<file path="src/rtl/add_pipe_seg.sv">
// Pipelined adder/subtractor: WIDTH bits resolved SEG bits per stage, carry registered between stages.
// Upper operand segments ride along with each transaction; finished low segments accumulate up to the output.
module add_pipe_seg #(
    parameter int WIDTH = 48,
    parameter int SEG   = 12
) (
    input  logic             i_clk,
    input  logic             i_rst,
    input  logic             i_valid,
    output logic             o_ready,
    input  logic [WIDTH-1:0] i_data_one,
    input  logic [WIDTH-1:0] i_data_two,
    input  logic             i_carry,
    input  logic             i_sub,
    output logic             o_valid,
    input  logic             i_ready,
    output logic [WIDTH-1:0] o_data,
    output logic             o_carry,
    output logic             o_overflow
);
    localparam int STAGES = (SEG >= 1) ? (WIDTH / SEG) : 1;

    if (SEG < 1 || (WIDTH % SEG) != 0) begin : g_bad_params
        $error("add_pipe_seg: WIDTH must be a positive multiple of SEG");
    end

    // Handshake: a transfer happens on a rising edge where valid & ready are both high.
    // The whole pipeline advances together; it only freezes when the output is full and not taken.
    logic             en;
    logic [WIDTH-1:0] b_in;
    logic             cin0;

    assign en      = ~o_valid | i_ready;
    assign o_ready = en;
    assign b_in    = i_sub ? ~i_data_two : i_data_two;
    assign cin0    = i_sub ? ~i_carry : i_carry;

    for (genvar k = 0; k < STAGES; k++) begin : g_stg
        logic                 valid_q;
        logic                 carry_q;
        logic [(k+1)*SEG-1:0] sum_q;
        logic [(k+1)*SEG-1:0] sum_d;
        logic [SEG-1:0]       seg_a;
        logic [SEG-1:0]       seg_b;
        logic                 seg_cin;
        logic                 seg_vin;
        logic [SEG:0]         seg_sum;

        if (k == 0) begin : g_src
            assign seg_a   = i_data_one[SEG-1:0];
            assign seg_b   = b_in[SEG-1:0];
            assign seg_cin = cin0;
            assign seg_vin = i_valid;
            assign sum_d   = seg_sum[SEG-1:0];
        end else begin : g_src
            assign seg_a   = g_stg[k-1].g_op.a_q[SEG-1:0];
            assign seg_b   = g_stg[k-1].g_op.b_q[SEG-1:0];
            assign seg_cin = g_stg[k-1].carry_q;
            assign seg_vin = g_stg[k-1].valid_q;
            assign sum_d   = {seg_sum[SEG-1:0], g_stg[k-1].sum_q};
        end

        assign seg_sum = {1'b0, seg_a} + {1'b0, seg_b} + {{SEG{1'b0}}, seg_cin};

        always_ff @(posedge i_clk) begin
            if (i_rst) begin
                valid_q <= 1'b0;
                carry_q <= 1'b0;
                sum_q   <= '0;
            end else if (en) begin
                valid_q <= seg_vin;
                carry_q <= seg_sum[SEG];
                sum_q   <= sum_d;
            end
        end

        // Operand bits not yet consumed, shifted so the next segment sits at bit 0.
        if (k < STAGES - 1) begin : g_op
            localparam int REM = WIDTH - (k + 1) * SEG;
            logic [REM-1:0] a_q;
            logic [REM-1:0] b_q;
            logic [REM-1:0] a_d;
            logic [REM-1:0] b_d;

            if (k == 0) begin : g_in
                assign a_d = i_data_one[WIDTH-1:SEG];
                assign b_d = b_in[WIDTH-1:SEG];
            end else begin : g_in
                assign a_d = g_stg[k-1].g_op.a_q[REM+SEG-1:SEG];
                assign b_d = g_stg[k-1].g_op.b_q[REM+SEG-1:SEG];
            end

            always_ff @(posedge i_clk) begin
                if (i_rst) begin
                    a_q <= '0;
                    b_q <= '0;
                end else if (en) begin
                    a_q <= a_d;
                    b_q <= b_d;
                end
            end
        end

        if (k == STAGES - 1) begin : g_last
            logic msb_cin;
            logic ovf_q;

            // Carry into the MSB recovered from its sum bit; with SEG == 1 this is the stage carry-in.
            assign msb_cin = seg_a[SEG-1] ^ seg_b[SEG-1] ^ seg_sum[SEG-1];

            always_ff @(posedge i_clk) begin
                if (i_rst) begin
                    ovf_q <= 1'b0;
                end else if (en) begin
                    ovf_q <= msb_cin ^ seg_sum[SEG];
                end
            end
        end
    end

    assign o_valid    = g_stg[STAGES-1].valid_q;
    assign o_data     = g_stg[STAGES-1].sum_q;
    assign o_carry    = g_stg[STAGES-1].carry_q;
    assign o_overflow = g_stg[STAGES-1].g_last.ovf_q;

endmodule

</file>
<file path="config.mk">
export PLATFORM = sky130hd
export DESIGN_NAME = add_pipe_seg
export DESIGN_NICKNAME = d
export VERILOG_FILES = /design/src/rtl/add_pipe_seg.sv
export SDC_FILE = /design/constraint.sdc
export NUM_CORES = 1
export LEC_CHECK = 0
export ABC_AREA = 1
export CAP_MARGIN = 20
export CORE_MARGIN = 10
export CORE_UTILIZATION = 46
export DETAILED_ROUTE_END_ITERATION = 10
export GPL_ROUTABILITY_DRIVEN = 0
export HOLD_SLACK_MARGIN = 0.06
export PLACE_DENSITY = 0.68
export SYNTH_ARGS = -nofsm -noshare
export SYNTH_HDL_FRONTEND = slang
export SYNTH_SLANG_ARGS = --single-unit
</file>
<file path="constraint.sdc">
create_clock -name i_clk -period 3.55 [get_ports i_clk]
set_input_delay 0.5325 -clock i_clk [delete_from_list [all_inputs] [get_ports i_clk]]
set_output_delay 0.5325 -clock i_clk [all_outputs]
set_load 0.01 [all_outputs]
</file>
==> results.yml, run 1 <==
outcome:
  status: "complete, no violations"
setup_path:
  reg2reg_from: "g_stg[2].carry_q"
  r2r-end: "o_data[42]"
  worstRegToRegCells: 10
  path_common_cell: "clkdlybuf4s50_1"
  path_max_fanout: 62
  cpPeakStageDelay_ps: 610
  regToRegSetupSlack_ps: 1380
  cp-start-kind: "input pin"
  path_buf_inv: 3
  cp_slowest_cell: "clkdlybuf4s50_1"
  crit_required_ps: 3020
  end_kind: "primary output"
  crit_chain: "clkdlybuf4s50_1 -> nor2_4 -> inv_8 -> clkdlybuf4s50_1"
  cp.arrival_ps: 2030
  cp_top_family: "buffers and inverters"
  worstSetupPathType: "input pin to primary output"
floorplanning:
  start_util_pct: 46.5
  die_x_um: 185
  io_pins: 154
  core_um2: 26800
  rows: 60
  die_height_um: 185
  die_area_um2: 34100
timing:
  hold_violations: 0
  maxSlewViolCount: 0
  hold_ws_ps: 474
  relSlewSlack_pct: 50.1
  period_minus_slack_ps: 2560
  skew_ps: 19.6
  fmax_mhz: 391
  rsz0062_at_grt: "false"
  setup_viol: 0
  tightest_slew_ps: 748
  fin_crit_sh_pct: 72.1
  setup_tns_ps: 0
synth:
  ys_top_cells_by_area: "dfxtp_1 44%, nor2_1 13%, o21ai_0 11%"
  synth_cells: 1695
  yosys.area.top_type_share_pct: 43.9
  synth_xor_area_share_pct: 4.85
  synth_seq_cells: 273
  synth_top_cell_by_area: "dfxtp_1"
  ys_seq_area_share_pct: 43.9
  synthArstFlopShare_pct: 0
  yosysMostFrequentCell: "nor2_1"
  muxShareOfSynthArea_pct: 0
  synth_ff_type: "dfxtp_1"
  synth-edff-count: 0
  synth_fa_ha_area_share_pct: 5.70
  synth_compound_area_share_pct: 16.1
  synth_top_family_by_area: "simple AND/OR/NAND/NOR gates"
  syn_nets: 1849
  synth_commonest_cells: "416 x nor2_1, 277 x o21ai_0, 273 x dfxtp_1"
  synth_area_um2: 12500
  synth_area_per_cell_um2: 7.35
  synth_cell_types: 28
  synth-simple-area-share_pct: 21.6
  ys_warn_count: 0
layout:
  final_nets: 1945
  drive_gt1_share_pct: 3.86
  syn2layout_area_growth_pct: 21.3
  diodes: 0
  instances_no_fill: 2155
  finalInstanceArea_um2: 15100
clock_tree:
  post-cts-setup-buffer-count: 0
  htreeDepth: 1
  clkSlewWorstSetupHoldPaths_ps: 60
  hold_buffers: 0
  cts_buffers: 30
  root_buffer: "clkbuf_16"
  clock-sinks: 273
  clock_latency_ps: 550
  tritoncts: "built"
  cts_resized: 0
  cts_buffer_depth: 3
power_and_ir_drop:
  leakage_uw: 0.00749
  total_power_uw: 7540
  vdd_drop_max_v: 0.000352
  p_per_area_nw_per_um2: 499
global_routing:
  grt_pass1_wl_mm: 47.0
  antenna_found_initial: 1
  gr-total-overflow: 0
  grt_max_degree: 211
  grt_pass1_vias: 9929
  grtUsageTotal_pct: 16.1
placed_design:
  port_buffers: 153
  hpwl_mm: 18.6
  postPlaceCellArea_um2: 14100
  placed_cells: 2100
route:
  via_per_inst: 4.93
  ant_nets: 0
  drc_errors: 0
  drtPass1Iterations: 5
  drt_iter0_markers: 590
  post_drt_wl_per_cell_um: 13.0
  num_vias: 10600
  wirelength_mm: 28.0
min_path:
  min_to: "g_stg[2].sum_q[1]"
  min_path_type: "register to register"
  hold-path-cell-count: 2
  min_from: "g_stg[2].sum_q[1]"
job:
  maxCapViolCount: 0
## worst max-delay path by stage
| stage | start | to | slack [ps] | cells after the start |
|---|---|---|---|---|
| 2_1_floorplan | i_sub | g_stg[0].sum_q[8] | 910 | 14 |
| 3_3_place_gp | i_sub | g_stg[0].sum_q[8] | 740 | 12 |
| 3_5_place_dp | i_sub | g_stg[0].sum_q[8] | 750 | 12 |
| 4_1_cts | i_ready | o_ready | 990 | 4 |
| 5_1_grt | i_ready | o_ready | 950 | 4 |
| 6_report | i_ready | o_ready | 990 | 4 |
## layer usage
metal / GRT usage (%) / wire length (µm)
met5: 0 / 20
met4: 3.70 / 542
met3: 3.80 / 1500
met2: 27.2 / 13300
met1: 20.3 / 12700
## layout make-up
| class | instances | area, µm² |
|---|---|---|
| Inverter | 144 | 553 |
| Multi-Input combinational cell | 1182 | 6010 |
| Fill cell | 2565 | 11700 |
| Sequential cell | 273 | 5470 |
| Clock inverter | 11 | 116 |
| Timing Repair Buffer | 160 | 1640 |
| Clock buffer | 44 | 895 |
| Tap cell | 341 | 427 |
## tightest hold or removal path, stage by stage, from the launching register on
cell	delay [ps]
dfxtp_1	320
nor2_1	40
nor2_1	80
## stage by stage
stage | util (%) | setup WS (ps)
6_report | 56.4 | 990
3_3_place_gp | 52.6 | 740
4_1_cts | 56.4 | 992
5_1_grt | 56.4 | 952
2_1_floorplan | - | 907
3_5_place_dp | 52.6 | 754
## sequential cells by signal, summed over array words and instances, names as in the netlist
name / flops
o_overflow: 1
g_stg.sum_q: 72
o_carry: 1
o_data: 48
g_stg.valid_q: 3
g_stg.g_op.a_q: 72
g_stg.g_op.b_q: 72
g_stg.carry_q: 3
o_valid: 1
## power breakdown
part | total (µW) | leakage, µW | switching (µW) | internal (µW)
registers | 3440 | 0.00225 | 121 | 3320
logic | 983 | 0.00474 | 528 | 455
clock network | 3120 | 0.000498 | 1230 | 1890
total | 7540 | 0.00749 | 1880 | 5660
## cells in the final DEF, fill, tap and decap left out, types with 3 or more instances in the layout
cell type | netlist | routed
a211oi_1 | 3 | 3
a21o_1 | 6 | 6
a21oi_1 | 63 | 63
a31oi_1 | 3 | 3
buf_12 | 0 | 5
clkbuf_1 | 52 | 6
clkbuf_16 | 0 | 31
clkbuf_8 | 0 | 7
clkdlybuf4s50_1 | 0 | 152
clkinv_2 | 0 | 6
dfxtp_1 | 273 | 273
fa_1 | 8 | 8
ha_1 | 44 | 44
inv_1 | 143 | 142
nand2_1 | 183 | 183
nand2_2 | 4 | 4
nand3_1 | 57 | 57
nand4_1 | 11 | 11
nor2_1 | 416 | 416
nor2_2 | 4 | 4
o211ai_1 | 4 | 4
o21ai_0 | 277 | 277
o21bai_1 | 23 | 23
or2_0 | 3 | 3
xnor2_1 | 43 | 43
xor2_1 | 26 | 26
## kinds of logic after synthesis
kind of cell,Yosys count
AO/OA/AOI/OAI,381
XOR/XNOR,69
adder cells (fa/ha/maj),52
buffers and inverters,240
flip-flops,273
AND/OR/NAND/NOR,680
No activity file was read; power rests on OpenSTA's default activity.
==> run 2, diff against run 1 <==
--- a/config.mk
+++ b/config.mk
@@ -12,7 +12,7 @@
 export DETAILED_ROUTE_END_ITERATION = 10
 export GPL_ROUTABILITY_DRIVEN = 0
 export HOLD_SLACK_MARGIN = 0.06
-export PLACE_DENSITY = 0.68
+export PLACE_DENSITY = 0.71
 export SYNTH_ARGS = -nofsm -noshare
 export SYNTH_HDL_FRONTEND = slang
 export SYNTH_SLANG_ARGS = --single-unit
==> constraint.sdc (replaced) <==
create_clock -name i_clk -period 2.3 [get_ports i_clk]
set_input_delay 0.345 -clock i_clk [delete_from_list [all_inputs] [get_ports i_clk]]
set_output_delay 0.345 -clock i_clk [all_outputs]
set_load 0.01 [all_outputs]
==> results.yml, run 2 (synthesis gave the netlist of run 1 again) <==
placed_design:
  hpwl_mm: 19.6
  placed_cells: 2112
  postPlaceCellArea_um2: 14300
  port_buffers: 153
setup_path:
  cp-start-kind: "register"
  cp.arrival_ps: 2550
  end_kind: "register"
  path_max_fanout: 3
  worstSetupPathType: "register to register"
  crit_required_ps: 2730
job:
  maxCapViolCount: 0
layout:
  final_common_cell: "nor2_1"
  reg_top3: "g_stg.g_op.a_q: 72 flops, g_stg.g_op.b_q: 72 flops, g_stg.sum_q: 72 flops"
  final_cell_mix: "416 x nor2_1, 277 x o21ai_0, 273 x dfxtp_1"
  syn2layout_area_growth_pct: 21.6
  fin_util_pct: 56.5
  drive_gt1_share_pct: 4.39
  nFillCells: 2514
  diodes: 0
  final_nets: 1956
  instances_no_fill: 2164
  seqCellArea_um2: 5470
  multi_input_area_um2: 6020
  finalInstanceArea_um2: 15200
timing:
  tightest_slew_ps: 641
  setup_tns_ps: 0
  fin_crit_sh_pct: 92.6
  rsz0062_at_grt: "false"
  fmax_mhz: 470
  relSlewSlack_pct: 57.3
  setup_viol: 0
  skew_ps: 9.53
  hold_violations: 0
  maxSlewViolCount: 0
  period_minus_slack_ps: 2130
route:
  drtPass1Iterations: 5
  ant_nets: 0
  drt_iter0_markers: 585
  via_per_inst: 4.97
  wirelength_mm: 28.1
  num_vias: 10800
  drc_errors: 0
  post_drt_wl_per_cell_um: 13.0
clock_tree:
  htreeDepth: 1
  clock-sinks: 273
  cts_buffers: 29
  hold_buffers: 0
  cts_resized: 0
  post-cts-setup-buffer-count: 0
  tritoncts: "built"
  root_buffer: "clkbuf_16"
  clock_latency_ps: 530
  cts_buffer_depth: 3
  clkSlewWorstSetupHoldPaths_ps: 60
power_and_ir_drop:
  p_per_area_nw_per_um2: 742
  vdd_drop_max_v: 0.000427
  leakage_uw: 0.00752
global_routing:
  grt_pass1_vias: 10100
  grt_max_degree: 109
  grt_pass1_wl_mm: 47.2
  antenna_found_initial: 2
  gr-total-overflow: 0
  grtUsageTotal_pct: 16.2
outcome:
  status: "complete, no violations"
floorplanning:
  rows: 60
  start_util_pct: 46.5
  die_area_um2: 34100
  io_pins: 154
  core_um2: 26800
  die_x_um: 185
  die_height_um: 185
min_path:
  min_path_type: "input pin to register"
## run 2: cell types whose count changed in the layout (fill, tap and decap cells not counted), sizes merged
cell / delta
buf: +12
clkinv: +3
clkbuf: -2
clkinvlp: -2
bufinv: -1
inv: -1
## run 2: per-layer routing
layer / vias to the layer above / track usage [%] / wire, µm / share of wire (%)
li1: 5640 / - / - / -
met1: 4847 / 20.4 / 12700 / 45
met2: 212 / 27.1 / 13200 / 47
met3: 50 / 3.19 / 1380 / 4.9
met4: 4 / 5.15 / 795 / 2.8
met5: - / 0 / 23 / 0.082
## run 2: report_power, final
part | switching [µW] | internal (µW)
Sequential | 191 | 5120
Clock | 1810 | 2580
Combinational | 812 | 725
## run 2: area by class of cell
cell class	count	share of cell area, %
inverters	144	3.65
multi-input cells	1182	39.8
flip-flops and latches	273	36.1
well taps	341	2.82
clock buffers	42	5.44
repair buffers	172	11.8
clock inverters	10	0.520
## run 2: metrics by stage
stage	hold slack, ps	power [µW]	setup WS [ps]
4_1_cts	418	11400	156
6_report	438	11200	171
3_3_place_gp	440	6910	-152
2_1_floorplan	414	6370	1.92
3_5_place_dp	446	6950	-173
5_1_grt	458	11800	66.6
## run 2: worst paths after layout
check                   startpoint                   end  slack, ps  cells past startpoint
hold / removal      i_data_one[16]  g_stg[0].g_op.a_q[4]        440                      3
hold reg to reg   g_stg[2].valid_q      g_stg[2].valid_q        450                      2
setup reg to reg  g_stg[2].carry_q            o_data[44]        170                      9
setup / recovery  g_stg[2].carry_q            o_data[44]        170                      9
## run 2: worst max-delay path, stage by stage (launching register included)
cell and delay (ps):
dfxtp_1 330, fa_1 500, fa_1 440, nand3_1 120, nand3_1 140, nand2_1 100
nand2_1 60, xor2_1 140, o21bai_1 140, inv_1 50
==> run 3, diff against run 2 <==
--- a/config.mk
+++ b/config.mk
@@ -12,7 +12,8 @@
 export DETAILED_ROUTE_END_ITERATION = 10
 export GPL_ROUTABILITY_DRIVEN = 0
 export HOLD_SLACK_MARGIN = 0.06
-export PLACE_DENSITY = 0.71
+export PLACE_DENSITY = 0.68
+export SKIP_CTS_REPAIR_TIMING = 1
 export SYNTH_ARGS = -nofsm -noshare
 export SYNTH_HDL_FRONTEND = slang
 export SYNTH_SLANG_ARGS = --single-unit
==> constraint.sdc (replaced) <==
create_clock -name i_clk -period 2.7 [get_ports i_clk]
set_input_delay 0.405 -clock i_clk [delete_from_list [all_inputs] [get_ports i_clk]]
set_output_delay 0.405 -clock i_clk [all_outputs]
set_load 0.01 [all_outputs]
==> results.yml, run 3 (synthesis gave the netlist of run 1 again) <==
outcome:
  status: "complete, no violations"
clock_tree:
  clkSlewWorstSetupHoldPaths_ps: 60
  root_buffer: "clkbuf_16"
  tritoncts: "built"
  clock_latency_ps: 530
  cts_buffer_depth: 3
  cts_buffers: 28
  clock-sinks: 273
  htreeDepth: 1
layout:
  final_cell_mix: "416 x nor2_1, 277 x o21ai_0, 273 x dfxtp_1"
  reg_top3: "g_stg.g_op.a_q: 72 flops, g_stg.g_op.b_q: 72 flops, g_stg.sum_q: 72 flops"
  fin_util_pct: 56.5
  diodes: 0
  final_common_cell: "nor2_1"
  syn2layout_area_growth_pct: 21.5
  multi_input_area_um2: 6010
  seqCellArea_um2: 5470
  nFillCells: 2563
  final_nets: 1948
  drive_gt1_share_pct: 4.07
global_routing:
  grtUsageTotal_pct: 15.8
  grt_max_degree: 180
  grt_pass1_wl_mm: 46.2
  gr-total-overflow: 0
  antenna_found_initial: 1
  grt_pass1_vias: 9724
route:
  num_vias: 10600
  wirelength_mm: 27.8
  post_drt_wl_per_cell_um: 12.9
  drc_errors: 0
  drtPass1Iterations: 5
  ant_nets: 0
  via_per_inst: 4.91
  drt_iter0_markers: 710
floorplanning:
  die_area_um2: 34100
  start_util_pct: 46.5
  core_um2: 26800
  io_pins: 154
  rows: 60
  die_x_um: 185
  die_height_um: 185
timing:
  fin_crit_sh_pct: 79.7
  tightest_slew_ps: 633
  skew_ps: 7.61
  hold_ws_ps: 474
  hold_violations: 0
  relSlewSlack_pct: 57.8
  period_minus_slack_ps: 2150
  fmax_mhz: 465
  maxSlewViolCount: 0
  rsz0062_at_grt: "false"
  setup_viol: 0
  setup_tns_ps: 0
setup_path:
  end_kind: "register"
  worstSetupPathType: "register to register"
  cp.arrival_ps: 2630
  path_max_fanout: 3
  worstRegToRegCells: 11
  crit_required_ps: 3180
  cp-start-kind: "register"
min_path:
  hold-path-cell-count: 2
  min_path_type: "register to register"
placed_design:
  port_buffers: 153
  hpwl_mm: 18.8
job:
  maxCapViolCount: 0
power_and_ir_drop:
  total_power_uw: 9890
  leakage_uw: 0.00750
  vdd_drop_max_v: 0.000398
  p_per_area_nw_per_um2: 653
## run 3: worst paths after layout
| path | startpoint | slack, ps | end |
|---|---|---|---|
| setup / recovery | g_stg[2].carry_q | 550 | o_overflow |
| hold / removal | g_stg[1].g_op.b_q[17] | 470 | g_stg[1].g_op.b_q[17] |
| setup reg to reg | g_stg[2].carry_q | 550 | o_overflow |
| hold reg to reg | g_stg[1].g_op.b_q[17] | 470 | g_stg[1].g_op.b_q[17] |
## run 3: through the flow
stage / area, µm² / cells / setup WS, ps
global placement: 14100 / 2105 / 112
finish: 15100 / 2157 / 549
CTS: 15100 / 2157 / 498
global route: 15100 / 2157 / 411
floorplan: 12500 / 1695 / 185
detailed placement: 14100 / 2105 / 57.9
## run 3: final cells by class
cell class	instances	area share (%)
Clock buffer	39	5.44
Clock inverter	13	1.14
Multi-Input combinational cell	1182	39.7
Sequential cell	273	36.1
Inverter	144	3.65
Tap cell	341	2.82
Timing Repair Buffer	165	11.2
## run 3: power by group
part | total, µW | internal (µW) | switching (µW)
Combinational | 1300 | 606 | 693
Sequential | 4520 | 4360 | 157
Clock | 4070 | 2510 | 1570
Total | 9890 | 7470 | 2420
## run 3: critical path: stages, from the launching register on
cell	delay (ps)
dfxtp_1	330
fa_1	500
fa_1	460
nand3_1	130
inv_1	50
nor2_2	120
nor2_2	60
nor2_1	180
nand2_1	90
nand3_1	90
nand2_1	50
inv_1	40
## run 3: layer usage
layer | up-vias | part of all wire (%) | GRT usage, %
met5 | - | 0.065 | 0
met4 | 2 | 2.0 | 3.64
met3 | 44 | 4.5 | 3.25
met2 | 161 | 46 | 26.3
met1 | 4752 | 47 | 20.6
li1 | 5630 | - | -
